==> src/rtl/reg_file_ctrl_pkg.sv <==
// Shared definitions for the UART-driven register file controller:
// frame opcodes and the controller state encoding.
package reg_file_ctrl_pkg;

    localparam logic [7:0] WR_CMD = 8'hAA;
    localparam logic [7:0] RD_CMD = 8'hBB;

    typedef enum logic [2:0] {
        IDLE,
        WR_ADDR,
        WR_DATA,
        WR_DO,
        RD_ADDR,
        RD_REQ,
        RD_WAIT,
        TX_HOLD
    } state_t;

endpackage

==> src/rtl/reg_file_ctrl_if.sv <==
// Bundle of the UART byte streams and the register file access port
// seen by the controller (master) and its environment (slave).
interface reg_file_ctrl_if #(
    parameter int WIDTH = 8,
    parameter int LINES = 16
);
    localparam int ADDR_W = $clog2(LINES);

    logic [WIDTH-1:0]  rx_data;
    logic              rx_valid;
    logic [WIDTH-1:0]  tx_data;
    logic              tx_valid;
    logic              tx_ready;
    logic              wr_en;
    logic              rd_en;
    logic [ADDR_W-1:0] addr;
    logic [WIDTH-1:0]  wr_data;
    logic [WIDTH-1:0]  rd_data;
    logic              err;

    modport master (
        input  rx_data, rx_valid, tx_ready, rd_data,
        output tx_data, tx_valid, wr_en, rd_en, addr, wr_data, err
    );

    modport slave (
        output rx_data, rx_valid, tx_ready, rd_data,
        input  tx_data, tx_valid, wr_en, rd_en, addr, wr_data, err
    );

endinterface

==> src/rtl/reg_file_ctrl.sv <==
// Decodes UART write (AA addr data) and read (BB addr) frames into single-cycle
// register file strobes and returns read data to the UART transmitter.
module reg_file_ctrl
    import reg_file_ctrl_pkg::*;
#(
    parameter int WIDTH = 8,
    parameter int LINES = 16
) (
    input logic             clk,
    input logic             rst,
    reg_file_ctrl_if.master bus
);
    localparam int ADDR_W = $clog2(LINES);

    state_t            state, state_next;
    logic [ADDR_W-1:0] addr_q;
    logic [WIDTH-1:0]  wr_data_q;
    logic [WIDTH-1:0]  tx_data_q;
    logic              err_q;

    logic addr_ld, data_ld, tx_ld, err_next;
    logic addr_ok;

    // Out-of-range addresses are rejected before they reach the latched address.
    assign addr_ok = 32'(bus.rx_data) < LINES;

    always_comb begin
        // NOTE: every output of this block gets a default first, so no path can infer a latch.
        state_next = state;
        addr_ld    = 1'b0;
        data_ld    = 1'b0;
        tx_ld      = 1'b0;
        err_next   = 1'b0;
        case (state)
            IDLE: begin
                if (bus.rx_valid) begin
                    if (bus.rx_data == WIDTH'(WR_CMD))      state_next = WR_ADDR;
                    else if (bus.rx_data == WIDTH'(RD_CMD)) state_next = RD_ADDR;
                end
            end
            WR_ADDR, RD_ADDR: begin
                if (bus.rx_valid) begin
                    if (addr_ok) begin
                        addr_ld    = 1'b1;
                        state_next = (state == WR_ADDR) ? WR_DATA : RD_REQ;
                    end else begin
                        err_next   = 1'b1;
                        state_next = IDLE;
                    end
                end
            end
            WR_DATA: begin
                if (bus.rx_valid) begin
                    data_ld    = 1'b1;
                    state_next = WR_DO;
                end
            end
            // Bytes arriving while an access is in flight are dropped and flagged.
            WR_DO: begin
                err_next   = bus.rx_valid;
                state_next = IDLE;
            end
            RD_REQ: begin
                err_next   = bus.rx_valid;
                state_next = RD_WAIT;
            end
            RD_WAIT: begin
                err_next   = bus.rx_valid;
                tx_ld      = 1'b1;
                state_next = TX_HOLD;
            end
            TX_HOLD: begin
                err_next = bus.rx_valid;
                if (bus.tx_ready) state_next = IDLE;
            end
            default: state_next = IDLE;
        endcase
    end

    always_ff @(posedge clk or negedge rst) begin
        // NOTE: sequential state uses non-blocking assignments so every register samples pre-edge values.
        if (!rst) state <= IDLE;
        else      state <= state_next;
    end

    always_ff @(posedge clk or negedge rst) begin
        if (!rst) begin
            addr_q    <= '0;
            wr_data_q <= '0;
            tx_data_q <= '0;
            err_q     <= 1'b0;
        end else begin
            if (addr_ld) addr_q    <= bus.rx_data[ADDR_W-1:0];
            if (data_ld) wr_data_q <= bus.rx_data;
            if (tx_ld)   tx_data_q <= bus.rd_data;
            err_q <= err_next;
        end
    end

    assign bus.wr_en    = (state == WR_DO);
    assign bus.rd_en    = (state == RD_REQ);
    assign bus.tx_valid = (state == TX_HOLD);
    assign bus.addr     = addr_q;
    assign bus.wr_data  = wr_data_q;
    assign bus.tx_data  = tx_data_q;
    assign bus.err      = err_q;

endmodule
==> src/flat_wrapper.sv <==
// flat-port wrapper written by rule: the top's interface ports become plain ports
module reg_file_ctrl_flat import reg_file_ctrl_pkg::*;
#(
    parameter int WIDTH = 8,
    parameter int LINES = 16
)
  (clk, rst, bus_rx_data, bus_rx_valid, bus_tx_ready, bus_rd_data, bus_tx_data, bus_tx_valid, bus_wr_en, bus_rd_en, bus_addr, bus_wr_data, bus_err);
  reg_file_ctrl_if #(.WIDTH(WIDTH), .LINES(LINES)) bus_i ();
  input logic clk;
  input logic rst;
  input wire logic [$bits(bus_i.rx_data)-1:0] bus_rx_data;
  input wire logic [$bits(bus_i.rx_valid)-1:0] bus_rx_valid;
  input wire logic [$bits(bus_i.tx_ready)-1:0] bus_tx_ready;
  input wire logic [$bits(bus_i.rd_data)-1:0] bus_rd_data;
  output wire logic [$bits(bus_i.tx_data)-1:0] bus_tx_data;
  output wire logic [$bits(bus_i.tx_valid)-1:0] bus_tx_valid;
  output wire logic [$bits(bus_i.wr_en)-1:0] bus_wr_en;
  output wire logic [$bits(bus_i.rd_en)-1:0] bus_rd_en;
  output wire logic [$bits(bus_i.addr)-1:0] bus_addr;
  output wire logic [$bits(bus_i.wr_data)-1:0] bus_wr_data;
  output wire logic [$bits(bus_i.err)-1:0] bus_err;
  assign bus_i.rx_data = bus_rx_data;
  assign bus_i.rx_valid = bus_rx_valid;
  assign bus_i.tx_ready = bus_tx_ready;
  assign bus_i.rd_data = bus_rd_data;
  assign bus_tx_data = bus_i.tx_data;
  assign bus_tx_valid = bus_i.tx_valid;
  assign bus_wr_en = bus_i.wr_en;
  assign bus_rd_en = bus_i.rd_en;
  assign bus_addr = bus_i.addr;
  assign bus_wr_data = bus_i.wr_data;
  assign bus_err = bus_i.err;
  reg_file_ctrl #(.WIDTH(WIDTH), .LINES(LINES)) u_core (.clk(clk), .rst(rst), .bus(bus_i));
endmodule
==> config.mk <==
export PLATFORM = sky130hd
export DESIGN_NAME = reg_file_ctrl_flat
export DESIGN_NICKNAME = d
export VERILOG_FILES = /design/src/rtl/reg_file_ctrl_pkg.sv /design/src/rtl/reg_file_ctrl_if.sv /design/src/rtl/reg_file_ctrl.sv /design/src/flat_wrapper.sv
export SDC_FILE = /design/constraint.sdc
export NUM_CORES = 1
export LEC_CHECK = 0
export CAP_MARGIN = 20
export CELL_PAD_IN_SITES_DETAIL_PLACEMENT = 1
export CELL_PAD_IN_SITES_GLOBAL_PLACEMENT = 1
export CORE_ASPECT_RATIO = 0.7
export CORE_MARGIN = 2
export CORE_UTILIZATION = 34
export CTS_BUF_LIST = sky130_fd_sc_hd__clkbuf_4
export CTS_CLUSTER_SIZE = 16
export DETAILED_ROUTE_END_ITERATION = 8
export PLACE_DENSITY_LB_ADDON = 0.15
export SLEW_MARGIN = 0
export SYNTH_ARGS = -nofsm -noshare
export SYNTH_HDL_FRONTEND = slang
export SYNTH_SLANG_ARGS = --single-unit
==> constraint.sdc <==
create_clock -name clk -period 1.6 [get_ports clk]
set_input_delay 0.48 -clock clk [delete_from_list [all_inputs] [get_ports clk]]
set_output_delay 0.48 -clock clk [all_outputs]
set_load 0.02 [all_outputs]
* Yosys cells after proc, flatten, opt, wreduce, memory -nomap -nowiden
Index checks and enable logic that the tools add are counted. Widths: inputs -> output; s select.
Storage, ports and cells: bits of input ports 20, word-level logic and storage cells 42, output and inout port bits 24, bits in registers 24
Operators by class: order comparisons 1, muxes and demuxes 18, equal/unequal tests 14, reductions and logical operators 4
Operators with widths (count):
- $mux 3 | 8
- $pmux 3 s7 | 1
- $eq 8x8->1 const B | 2
- $eq 3x3->1 const B | 4
- $lt 8x5->1 const B | 1
- $mux 1 | 8
- $ne 2x2->1 const B | 4
- $eq 3x2->1 const B | 2
- $reduce_and 5->1 | 1
- $reduce_or 4->1 | 1
- $eq 3x1->1 const B | 1
- $logic_not 3->1 | 1
- $ne 3x1->1 const B | 1
- $pmux 1 s2 | 1
- $reduce_or 2->1 | 1

* Depth between registers and ports, before layout
word-level depth 5, mapped depth 5, mapped depth without buffers 4

* Worst setup path before layout
No wires, ideal clock.
path type register -> output, start register u_core.state[0], end output bus_wr_en, data required time 1.120 ns, buffers on the path 1, slack 0.008 ns, data arrival time 1.112 ns, cell stages (with the launch flop) 4, path through dfrtp_1 -> buf_2 -> and2_1 -> nor2b_1
Between the ends: word-level cells in the longest chain between the ends 1
RTL lines:
- start, declared | RTL line reg_file_ctrl.sv:15 | state_t state, state_next;
- start signal, assigned | RTL line reg_file_ctrl.sv:83 | else state <= state_next;
- $eq 3x2->1 | RTL line reg_file_ctrl.sv:100 | assign bus.wr_en = (state == WR_DO);
- end, declared | RTL line flat_wrapper.sv:17 | output wire logic [$bits(bus_i.wr_en)-1:0] bus_wr_en;
No other way between the ends.

* Worst setup path after layout
start register u_core.state[0], end output bus_rd_en
Between the ends: word-level cells in the longest chain between the ends 1
RTL lines:
- $eq 3x3->1 | RTL line reg_file_ctrl.sv:101 | assign bus.rd_en = (state == RD_REQ);
- end, declared | RTL line flat_wrapper.sv:18 | output wire logic [$bits(bus_i.rd_en)-1:0] bus_rd_en;
No other way between the ends.

==> results.json <==
{
  "outcome": "finished with violations",
  "violations": "setup timing",
  "critical_path.slowest_cell": "dfrtp_1",
  "grt_usage_pct": 16.8,
  "finish.utilization_pct": 56.6,
  "cts_made_buffers": 3,
  "critPathBufInv": 2,
  "routed_wirelength_um": 2850,
  "postRouteAntennaNets": 0,
  "finalCriticalPeriod_ns": 1.67,
  "ys_warn_count": 0,
  "arrival_ns": 1.19,
  "p_int_uw": 1010,
  "grt_max_degree": 25,
  "row_count": 17,
  "synth_cells": 82,
  "cp-start-kind": "flop",
  "core_um2": 3110,
  "overflow": 0,
  "vdd_ir_drop_max_mv": 0.470,
  "period_share_pct": 104,
  "fin_ws_ns": -0.0682,
  "drt_iter0_markers": 13,
  "cp_cell_sequence": "buf_4 -> and3b_1 -> buf_6",
  "ioPinCount": 44,
  "antenna_found_initial": 0,
  "p_comb_share_pct": 34.4,
  "drc": 0,
  "max_slew_margin_pct": 72.5,
  "io_buffers": 43,
  "nNetsFinal": 165,
  "holdWs_ns": 0.511,
  "grt_pass1_vias": 980,
  "vias_per_cell": 4.98,
  "die_h_um": 51.5,
  "drv_cap": 0,
  "syn_area_per_cell_um2": 13.4,
  "cp_max_fo": 4,
  "leakage_uw": 0.000886,
  "insertion_delay_ns": 0.32,
  "layout-drive-gt1-share_pct": 41.3,
  "initial_utilization_pct": 35.3,
  "worst_slew_pin_slew_ns": 0.412,
  "syn_to_final_growth_pct": 60.2,
  "ys_types": 27,
  "hold_viol": 0,
  "clk_pin_slew_ns": 0.13,
  "vias": 901,
  "cellPowerDensity_nw_per_um2": 835,
  "htreeDepth": 1,
  "max_freq_ghz": 0.599,
  "critical_path_required_ns": 1.12,
  "dp_slack_ns": -0.497,
  "yosysSeqAreaShare_pct": 54.7,
  "cts_hold_buf": 0,
  "path_class": "flop to output pin",
  "grt_pass1_wl_um": 4650,
  "chipWidth_um": 71.9,
  "clkSinkCount": 24,
  "hpwl_um": 2150,
  "pwr-share-clk_pct": 18.0,
  "dieArea_um2": 3710,
  "gp_congestion": 0.782,
  "syn_nets": 102,
  "wl_per_cell_um": 15.8,
  "synth_seq_cells": 24,
  "critPathTopFamily": "flip-flops",
  "crit_path_max_incr_delay_ns": 0.44,
  "cts.path.max_buffers": 2,
  "rsz0062_at_grt": "yes",
  "firstDrtPassIters": 2,
  "power_frac_seq_pct": 47.6,
  "min_path_type": "primary input to asynchronous set/reset pin",
  "root_buffer": "clkbuf_4",
  "swShare_pct": 31.0,
  "slew_violations": 0,
  "n_antenna_cell": 0,
  "cts_tree": "yes",
  "cp-end-kind": "output pin",
  "setup_viol_count_final": 3,
  "netlist_area_um2": 1100,
  "fin_skew_ns": 0.00576,
  "switchingPower_uw": 454,
  "layout_commonest_cell": "dlygate4sd2_1",
  "final_cell_mix": "dlygate4sd2_1, dfrtp_1, mux2_2, clkdlybuf4s50_1, buf_4"
}
through the flow:
stage / instance area (um2) / std cells / TNS [ns] / total power (uW)
final: 1760 / 181 / -0.141 / 1470
after global routing: 1760 / 181 / -0.401 / 1560
after CTS: 1720 / 180 / -0.196 / 1460
after detailed placement: 1680 / 175 / -6.38 / 1170
after global placement: 1680 / 175 / -5.46 / 1150
after floorplan: 1100 / 82 / 0 / 935
final cells by class:
type / count / area, um2
multi-input cells: 54 / 526
inverters: 1 / 3.75
fillers: 326 / 1350
well taps: 38 / 47.5
repair buffers: 61 / 558
flip-flops and latches: 24 / 601
clock buffers: 3 / 22.5
logic make-up after synthesis:
family,count (synthesis),synth area share [%]
mux,21,21.6
flops,24,54.7
xor+xnor,2,1.60
simple gates,21,13.2
fa+ha+maj,2,1.94
buf+inv,4,1.94
compound gates,8,5.02
cells in the mapped netlist:
| cell | number | area [um2] |
|---|---|---|
| nand2_1 | 2 | 7.51 |
| inv_1 | 1 | 3.75 |
| and3b_1 | 1 | 8.76 |
| nand2b_1 | 1 | 6.26 |
| nor3_4 | 1 | 16.3 |
| a21oi_1 | 3 | 15.0 |
| nand4_1 | 1 | 6.26 |
| maj3_2 | 1 | 11.3 |
| o221a_2 | 1 | 11.3 |
| buf_4 | 1 | 7.51 |
| buf_2 | 2 | 10.0 |
| nor2_1 | 3 | 11.3 |
| and2_1 | 2 | 12.5 |
| xnor2_1 | 2 | 17.5 |
| o22ai_1 | 1 | 6.26 |
| maj3_1 | 1 | 10.0 |
| nand3_1 | 3 | 15.0 |
| and4b_1 | 1 | 10.0 |
| a32o_1 | 1 | 10.0 |
| nor2b_1 | 2 | 12.5 |
| nor4_4 | 1 | 21.3 |
| nor3_1 | 2 | 10.0 |
| o21ai_0 | 1 | 5.00 |
| o21bai_1 | 1 | 7.51 |
| dfrtp_1 | 24 | 601 |
| mux2_2 | 21 | 236 |
| nand3b_1 | 1 | 7.51 |
worst reg2reg max path: stages (launching register included):
cell,delay [ns]
dfrtp_1,0.41
buf_6,0.14
buf_6,0.14
maj3_2,0.32
o22ai_2,0.14
a21oi_2,0.07
a32o_2,0.28
path summary, 6_finish.rpt:
| check | to | cells past startpoint | slack (ns) | start |
|---|---|---|---|---|
| worst max-delay path | bus_rd_en | 3 | -0.07 | u_core.state[0] |
| worst min-delay path | u_core.bus.addr[3] | 2 | 0.51 | rst |
| worst max register to register | u_core.state[2] | 6 | 0.01 | u_core.state[2] |
| worst min register to register | u_core.bus.tx_data[0] | 1 | 0.51 | u_core.bus.tx_data[0] |
| max in group asynchronous | u_core.bus.tx_data[6] | 2 | 0.85 | rst |
| min in group clk | u_core.bus.tx_data[0] | 1 | 0.51 | u_core.bus.tx_data[0] |
power groups by stage:
stage	clock network (uW)	registers (uW)	logic, uW
4_1_cts	277	697	486
6_report	265	698	505
2_1_floorplan	0	773	162
3_3_place_gp	0	717	431
3_5_place_dp	0	722	452
5_1_grt	310	709	541
flip-flops by register name, summed over array words and instances, names as in the netlist:
signal / cells
u_core.bus.addr: 4
u_core.bus.wr_data: 8
u_core.bus.err: 1
u_core.state: 3
u_core.bus.tx_data: 8
layer usage:
layer | part of all wire, % | wire (um) | vias up | GRT usage, %
met5 | 0 | 0 | - | 0
li1 | - | - | 421 | -
met2 | 50 | 1420 | 28 | 29.3
met4 | 0.88 | 25 | 0 | 5.03
met3 | 6.4 | 183 | 4 | 5.62
met1 | 43 | 1220 | 448 | 19.8
timing repair:
item / 4_1_cts / 5_1_grt
endpoints found under the setup margin: 32 / 6
resized for setup: 49 / 9
pin swaps: 4 / 3
setup buffers: 2 / 1
Note: power is estimated with default switching activity, not from simulation.
==> patch, RTL diff (same settings) <==
Make the reset (`rst`) synchronous in 2 clocked blocks.
--- a/src/rtl/reg_file_ctrl.sv
+++ b/src/rtl/reg_file_ctrl.sv
@@ -77,13 +77,13 @@
         endcase
     end
 
-    always_ff @(posedge clk or negedge rst) begin
+    always_ff @(posedge clk) begin
         // NOTE: sequential state uses non-blocking assignments so every register samples pre-edge values.
         if (!rst) state <= IDLE;
         else      state <= state_next;
     end
 
-    always_ff @(posedge clk or negedge rst) begin
+    always_ff @(posedge clk) begin
         if (!rst) begin
             addr_q    <= '0;
             wr_data_q <= '0;
Behaviour: differs if rst is asserted again (counterexample within 4 cycles, from zero or initial values and one cycle with rst low); with rst held inactive, the same outputs for 10 cycles.
==> patch against the original RTL <==
The flow still finishes with violations (setup timing); final area shrank 1.8%; sequential cell count stayed put; sequential share of layout area fell by 6.0 points; wire length increased by 18%; area after synthesis decreased by 1.1%; setup slack improved by 62 ps; die area fell by 1.1%; critical path type is now flip-flop to flip-flop; largest cell class is now multi-input gates.
Power is not compared: it rests on default switching activity, and its combinational part moved more than twofold at a synthesized area within 25%.
==> patch: results <==
[logic_synthesis]
ys.flop_type = "dfxtp_1"
synthTopCellsByCount = "24 x dfxtp_1, 22 x mux2i_1, 22 x nor2_1"
async_reset_ff_share_pct = 0
ys_seq_area_share_pct = 44.29
syn-num-nets = 132
synth.distinct_cells = 33
ys_top_cells_by_area = "dfxtp_1 44%, mux2i_1 20%, nor2_1 7.6%"

[global_routing]
use_met3_pct = 4.931
use_met1_pct = 24.67
gr-usage-all-layers_pct = 19.74
grt_pass1_wl_mm = 5.540
first_global_vias = 1138
grt_util_met2_pct = 34.57
grt_max_degree = 22

[place]
place_ws_ps = -521.6
dpl.hpwl_mm = 2.668
place.gp.congestion = 0.8257

[sta]
tightest_slew_ps = 332.8
setup_ws_ps = -6.628
setup_viol = 1
clock_skew_ps = 4.535

[run_status]
violations = "setup timing"
outcome = "finished, violations left"

[cells_and_area]
drive_gt1_share_pct = 24.71
n_fill_cell = 359
nNetsFinal = 195

[clock_tree]
cts.repair.resized = 47
postCtsSetupBuffers = 1
clkLatencyLatePin_ps = 300

[detailed_routing]
wl_met2_mm = 1.605
num_vias = 1045
drtPass1Iterations = 4
drtIter0Drc = 19
met1_length_mm = 1.525
wirelength_mm = 3.368

[die]
die_w_microns = 71.51

[hold_path]
hp-class = "flip-flop to flip-flop"

[worst_setup_path]
worstPathMaxFanout = 5
cp_data_arrival_time_ps = 1830
-- patch: kinds of logic after synthesis --
kind of cell | Yosys count | synth area share (%)
simple gates | 43 | 21.80
flops | 24 | 44.29
mux | 22 | 20.30
buf+inv | 10 | 3.691
compound gates | 9 | 6.574
xor+xnor | 3 | 2.423
fa+ha+maj | 1 | 0.9228
-- patch: through the flow --
stage | cell area [sq um] | TNS (ps) | total power, W | std cells
5_1_grt | 1727 | -245.3 | 0.001120 | 212
3_3_place_gp | 1685 | -4805 | 0.0008032 | 206
2_1_floorplan | 1092 | 0 | 0.0007163 | 112
4_1_cts | 1705 | -26.72 | 0.001071 | 211
6_report | 1727 | -6.628 | 0.001067 | 212
3_5_place_dp | 1685 | -5620 | 0.0008117 | 206
-- patch: path summary, 6_finish.rpt --
kind                         start               endpoint  slack [ps]  cells past startpoint
max                u_core.state[0]        u_core.state[0]          -7                      4
min          u_core.bus.tx_data[5]  u_core.bus.tx_data[5]         510                      2
max reg2reg        u_core.state[0]        u_core.state[0]          -7                      4
min reg2reg  u_core.bus.tx_data[5]  u_core.bus.tx_data[5]         510                      2
-- patch: cell type report --
type                            count  share of cell area [%]
Clock buffer                        3                   1.304
Clock inverter                      1                  0.2174
Sequential cell                    24                   28.19
Timing Repair Buffer               65                   31.67
Tap cell                           38                   2.754
Multi-Input combinational cell     78                   35.22
Inverter                            3                  0.6522
-- patch: where the power goes --
group / total [W] / switching, W / internal (W)
sequential: 0.000610 / 0.00000628 / 0.000604
clock: 0.000256 / 0.000165 / 0.0000909
combinational: 0.000200 / 0.0000995 / 0.000101
total: 0.00107 / 0.000271 / 0.000796
-- patch: critical path, stage by stage, from the launching register on --
cell	delay [ps]
dfxtp_2	360
or3_1	380
or4b_4	520
o211a_1	150
a211oi_2	140
